--- src/rtl/clint_timer.sv ---
// clint_timer: core-local interruptor holding msip/mtime/mtimecmp behind an LSU port, driving mip and the timer irq.
module clint_timer #(
    parameter logic [63:0] BASE_ADDR = 64'h0000_0000_0200_0000,
    parameter int unsigned TICK_DIV  = 1
) (
    input  logic        clk,
    input  logic        rst,
    input  logic        i_req_valid,
    output logic        o_req_ready,
    input  logic [63:0] i_req_addr,
    input  logic        i_req_wen,
    input  logic [63:0] i_req_wdata,
    input  logic [7:0]  i_req_wmask,
    output logic        o_resp_valid,
    input  logic        i_resp_ready,
    output logic [63:0] o_resp_rdata,
    output logic        o_resp_err,
    input  logic        i_csr_clint_mstatus_mie,
    input  logic        i_csr_clint_mie_mtie,
    output logic [63:0] o_csr_clint_mip,
    output logic        o_irq_timer
);
    typedef enum logic {IDLE, RESP} state_t;
    state_t      state, state_nxt;
    logic [63:0] mtime, mtimecmp, bmask, rdata_sel, resp_rdata;
    logic [15:0] presc;
    logic        msip, resp_err, irq, accept, wr, tick, hit_msip, hit_cmp, hit_time, hit;
    for (genvar b = 0; b < 8; b++) begin : g_mask
        assign bmask[b*8 +: 8] = {8{i_req_wmask[b]}};
    end
    assign hit_msip  = i_req_addr == BASE_ADDR;
    assign hit_cmp   = i_req_addr == BASE_ADDR + 64'h4000;
    assign hit_time  = i_req_addr == BASE_ADDR + 64'hBFF8;
    assign hit       = hit_msip | hit_cmp | hit_time;
    assign accept    = i_req_valid & (state == IDLE);
    assign wr        = accept & i_req_wen;
    assign tick      = presc == 16'(TICK_DIV - 1);
    assign rdata_sel = hit_msip ? {63'b0, msip} : hit_cmp ? mtimecmp : hit_time ? mtime : 64'b0;
    assign o_csr_clint_mip = {56'b0, mtime >= mtimecmp, 3'b0, msip, 3'b0};
    assign o_resp_rdata    = resp_rdata;
    assign o_resp_err      = resp_err;
    assign o_irq_timer     = irq;
    always_comb begin
        state_nxt    = (state == IDLE) ? (i_req_valid ? RESP : IDLE) : (i_resp_ready ? IDLE : RESP);
        o_req_ready  = state == IDLE;
        o_resp_valid = state == RESP;
    end
    always_ff @(posedge clk) begin
        if (rst) begin
            state      <= IDLE;
            mtime      <= '0;
            mtimecmp   <= '1;
            msip       <= 1'b0;
            presc      <= '0;
            resp_rdata <= '0;
            resp_err   <= 1'b0;
            irq        <= 1'b0;
        end else begin
            state <= state_nxt;
            presc <= tick ? 16'd0 : presc + 16'd1;
            mtime <= (wr & hit_time) ? (mtime & ~bmask) | (i_req_wdata & bmask) : tick ? mtime + 64'd1 : mtime;
            if (wr & hit_cmp) mtimecmp <= (mtimecmp & ~bmask) | (i_req_wdata & bmask);
            if (wr & hit_msip & i_req_wmask[0]) msip <= i_req_wdata[0];
            if (accept) begin
                resp_rdata <= i_req_wen ? 64'b0 : rdata_sel;
                resp_err   <= ~hit;
            end
            irq <= o_csr_clint_mip[7] & i_csr_clint_mstatus_mie & i_csr_clint_mie_mtie;
        end
    end
endmodule

--- config.mk ---
export PLATFORM = sky130hd
export DESIGN_NAME = clint_timer
export DESIGN_NICKNAME = d
export VERILOG_FILES = /design/src/rtl/clint_timer.sv
export SDC_FILE = /design/constraint.sdc
export NUM_CORES = 1
export LEC_CHECK = 0
export CAP_MARGIN = 40
export CORE_ASPECT_RATIO = 0.8
export CORE_MARGIN = 5
export CORE_UTILIZATION = 55
export DETAILED_ROUTE_END_ITERATION = 8
export PLACE_DENSITY = 0.95
export SKIP_LAST_GASP = 1
export SLEW_MARGIN = 20
export SYNTH_ARGS = -nofsm -noshare
export SYNTH_HDL_FRONTEND = slang
export SYNTH_SLANG_ARGS = --single-unit
--- constraint.sdc ---
create_clock -name clk -period 4.65 [get_ports clk]
set_clock_uncertainty 0.05 [all_clocks]
set_input_delay 0.465 -clock clk [delete_from_list [all_inputs] [get_ports clk]]
set_output_delay 0.465 -clock clk [all_outputs]
set_load 0.01 [all_outputs]
# == Word-level counts from Yosys, hierarchy flattened ==
# Cells that the tools add are included.
# totals
regBits,212
latchBits,0
ramBits,0
rom_bits,0
inputBits,143
wordCells,44
n_memories,0
# op_classes
add_sub_neg,2
mul,0
n_div,0
magnitude_cmp,1
n_eq_ne,3
shift,0
muxes,9
n_bitwise,18
reduce_logical,3
# op_table
cell,n
$mux 64,6
$and 64x64->64,3
$eq 64x26->1 const B,3
$or 64x64->64,2
$add 64x1->64 const B,1
$ge 64x64->1,1
$not 64->64,1
$add 16x1->16 const B,1
$logic_not 16->1,1
$and 1x1->1,8
$mux 1,3
$not 1->1,2
$or 1x1->1,2
$reduce_bool 2->1,1
$reduce_or 2->1,1

# == Depth between registers and ports, before layout ==
# logic_depth
depth_word,5
mapped_depth,9

# == Worst setup path after synthesis ==
# Ideal clock, no wire load.
# synth_path
path_type,input-to-reg
startpoint,in i_req_addr[33]
endpoint,"reg resp_rdata[54], in the netlist o_resp_rdata[54]"
setup_time_ps,128
arrival_ps,2189
setup_slack_ps,2283
cell_stages,9
path_cell_list,nor4_2 nand4_2 nor4_4 buf_6 nand2_2 o211ai_2 buf_6 a2bb2oi_1 nor2_1
# synth_between
elab_chain_cells,5
# synth_lines
item,line_no,text
from (decl),10,"input logic [63:0] i_req_addr,"
$eq 64x26->1,33,assign hit_time = i_req_addr == BASE_ADDR + 64'hBFF8;
$mux 64 (2 in a row),38,"assign rdata_sel = hit_msip ? {63'b0, msip} : hit_cmp ? mtimecmp : hit_time ? mtime : 64'b0;"
$mux 64 (*),38,
$mux 64 (*),65,resp_rdata <= i_req_wen ? 64'b0 : rdata_sel;
to (signal assigned),65,
to (decl),25,"logic [63:0] mtime, mtimecmp, bmask, rdata_sel, resp_rdata;"
# Every way passes the cells marked *; elsewhere a longest branch is shown, timed or not.
# A chain may end at the register's enable or synchronous reset.

==> impl_results.md <==
- Synth Register Bits: 212
- Pwr/cell area: roughly 260 nW/um^2
- Max-capacitance violation count: 0
- Final ANT Viol Nets: 0
- Hold buffers post-CTS: 0
- Leakage: ~6.6 nW
- Die Ht: 144.0 microns
- ANT cells: 0
- Most frequent cells in the layout: 212 x dfxtp_1, 211 x clkdlybuf4s50_1, 130 x nor2_1
- H-tree depth: 1
- Reg clk slew, reported paths: 0.06 ns
- Area added between synthesis and finish: 22.44%
- Post-route DRC: 0
- Critical Path End Type: output port
- Warnings from Yosys: 0
- Critical Path Source Type: register
- GP Congestion: 0.9500
- Synth Area in Compound Gates: approximately a fifth
- Avg Synthesized Cell Area: 8.647 sq um
- Final setup viols: 0
- Fin crit period: 4.032 ns
- Most common cell after layout, fill and taps aside: dfxtp_1
- Worst slew pin tran: 0.7905 ns
- Final TNS setup: 0 ns
- Routed wire per std cell: 19.86 microns
- First-pass GRT wire length: 60.61 mm
- CP Max Fanout: 7
- CP required: 4.14 ns
- Gr ovfl total: 0
- Cell count after synthesis: 1428
- Crit share post-route: 86.71%
- Max frequency: between 200 and 250 MHz
- Number of synthesized flops with an enable pin: 0
- Initial DRC count: 1164
- # rows: 49
- Number of vias per cell: 6.232
- Placed Cells: roughly 1900
- RSZ-0062 raised after global routing: false
- Post-synthesis cell area: 12350 sq um
- Via Count: approximately 12000
- Die area: 25570 sq um
- Layout Nets: around 1800
- Max clock buf depth: 3
- Main combinational cell family by area after synthesis: simple AND/OR/NAND/NOR gates
- Crit Path Class: register to output port
- Root Driver: clkbuf_16
- Final Non-Filler Cells: between 1500 and 2000
- Global Route Usage Sum: 28.91%
- Core area: 22320 sq um
- Largest net degree at the start of global routing: 66
- Initial antenna violation count: 2
- Synth unique cells: 76
- CTS tree: done
- HP Class: primary input to register
- Worst R2R Setup Slack: 1.66 ns
- CP arrival: 3.52 ns
- IO Port Bufs: between 200 and 250
- # IOs: approximately 280
- Ys async rst share: 0%
- Clock sinks: 212
- Skew-Pair Late Insertion Delay: 0.52 ns
- Slew HR: between 40% and 50%
- Die width: 177.5 microns
- Most used flip-flop cell after synthesis: dfxtp_1
- Setup Buffers After CTS: 0
- Cts bufs inserted: 22
- Status: finished, final reports clean
- Post-Synth Adder-Cell Area: 6.789%
- PostCTS Resize Cnt: 0
- Routed wire length: roughly 38 mm
- Vias in the first global route: about 12000
- Initial Utilization: 55.33%
- Post-DP HPWL: 27.98 mm
- Drt first pass iters: 8
- Post-Synth Simple-Gate Area: 22.05%
- VDD IR max: 0.0002570 V
- Seq/Total Area, Yosys: roughly 34%
- Final Max Slew Viols: 0
- Final Hold Vio Count: 0
- Post-synthesis mux area share: 6.161%
- Share of cells above drive strength 1: 6.177%
- Xor-xnor portion of the synthesized cell area: 1.702%
## cell families (layout without fill, tap and decap cells)
group / after synthesis / after routing
xor gates and xnor gates: 24 / 24
buffers and inverters: 222 / 352
AOI/OAI and AO/OA: 329 / 329
and+or+nand+nor: 497 / 497
DFF: 212 / 212
muxes: 76 / 76
other: 1 / 62
adders and majority gates: 67 / 67
## worst paths after layout
| path | end | startpoint | cells after the start |
|---|---|---|---|
| worst max-delay path | o_csr_clint_mip[7] | register | 7 |
| worst min-delay path | o_resp_rdata[50] | rst | 2 |
| worst max register to register | register | presc[0] | 8 |
| worst min register to register | o_resp_err | o_resp_err | 2 |
## worst max-delay path, stage by stage, from the launching register on
cell and delay, ns:
dfxtp_1 0.39, ha_1 0.34, nand4_1 0.15, or4_1 0.56, o211ai_1 0.37, a21oi_1 0.15
o21ai_0 0.42, clkdlybuf4s50_1 0.63
## stage by stage
step / power (W) / cell area [sq um] / util, % / hold WS (ns) / worst slack (ns)
after floorplan: 0.001999 / 12580 / - / 0.4035 / 2.283
final: 0.003876 / 15120 / 67.75 / 0.3410 / 0.6179
after global routing: 0.003985 / 15120 / 67.75 / 0.3673 / 0.5619
after global placement: 0.002133 / 14350 / 64.28 / 0.3955 / 1.129
after CTS: 0.003880 / 15120 / 67.75 / 0.3383 / 0.6947
after detailed placement: 0.002138 / 14410 / 64.56 / 0.4143 / 0.9780
## where the power goes
part | internal, W | leakage [nW] | switching [W]
sequential | 0.00182 | 1.71 | 0.00000544
combinational | 0.000132 | 4.59 | 0.000150
clock | 0.00101 | 0.352 | 0.000761
total | 0.00296 | 6.65 | 0.000916
## metal layers
metal | GRT usage (%) | share of wire, % | wire, microns
met1 | 37.57 | 41 | 15520
met2 | 47.73 | 46 | 17500
met5 | 0 | 0.029 | 11
met3 | 5.881 | 9.8 | 3738
met4 | 11.23 | 3.8 | 1468
## cells in the mapped netlist (17+ instances only)
cell,n,share of area [%]
o211ai_1,54,3.3
nand3_1,25,1.0
and3_1,34,1.7
nor4_1,30,1.5
inv_1,85,2.6
a311oi_1,17,1.2
ha_1,67,6.8
a21oi_1,43,1.7
nor3_1,28,1.1
nand2_1,109,3.3
dfxtp_1,212,34
clkbuf_1,43,1.3
o21ai_0,57,2.3
a211oi_1,38,2.3
nor2_1,130,4.0
buf_2,17,0.69
mux2i_1,76,6.2
nand4_1,65,3.3
a2bb2oi_1,61,4.3
buf_4,65,4.0
## area by class of cell
class,instances,area [sq um]
clock buffer,30,631.9
clock inverter,10,80.08
fill,1752,7197
inverter,85,319.1
multi-input combinational,1055,7189
sequential,212,4244
tap,306,382.9
timing repair buffer,227,2272
Power figures use the tool's default switching activity.
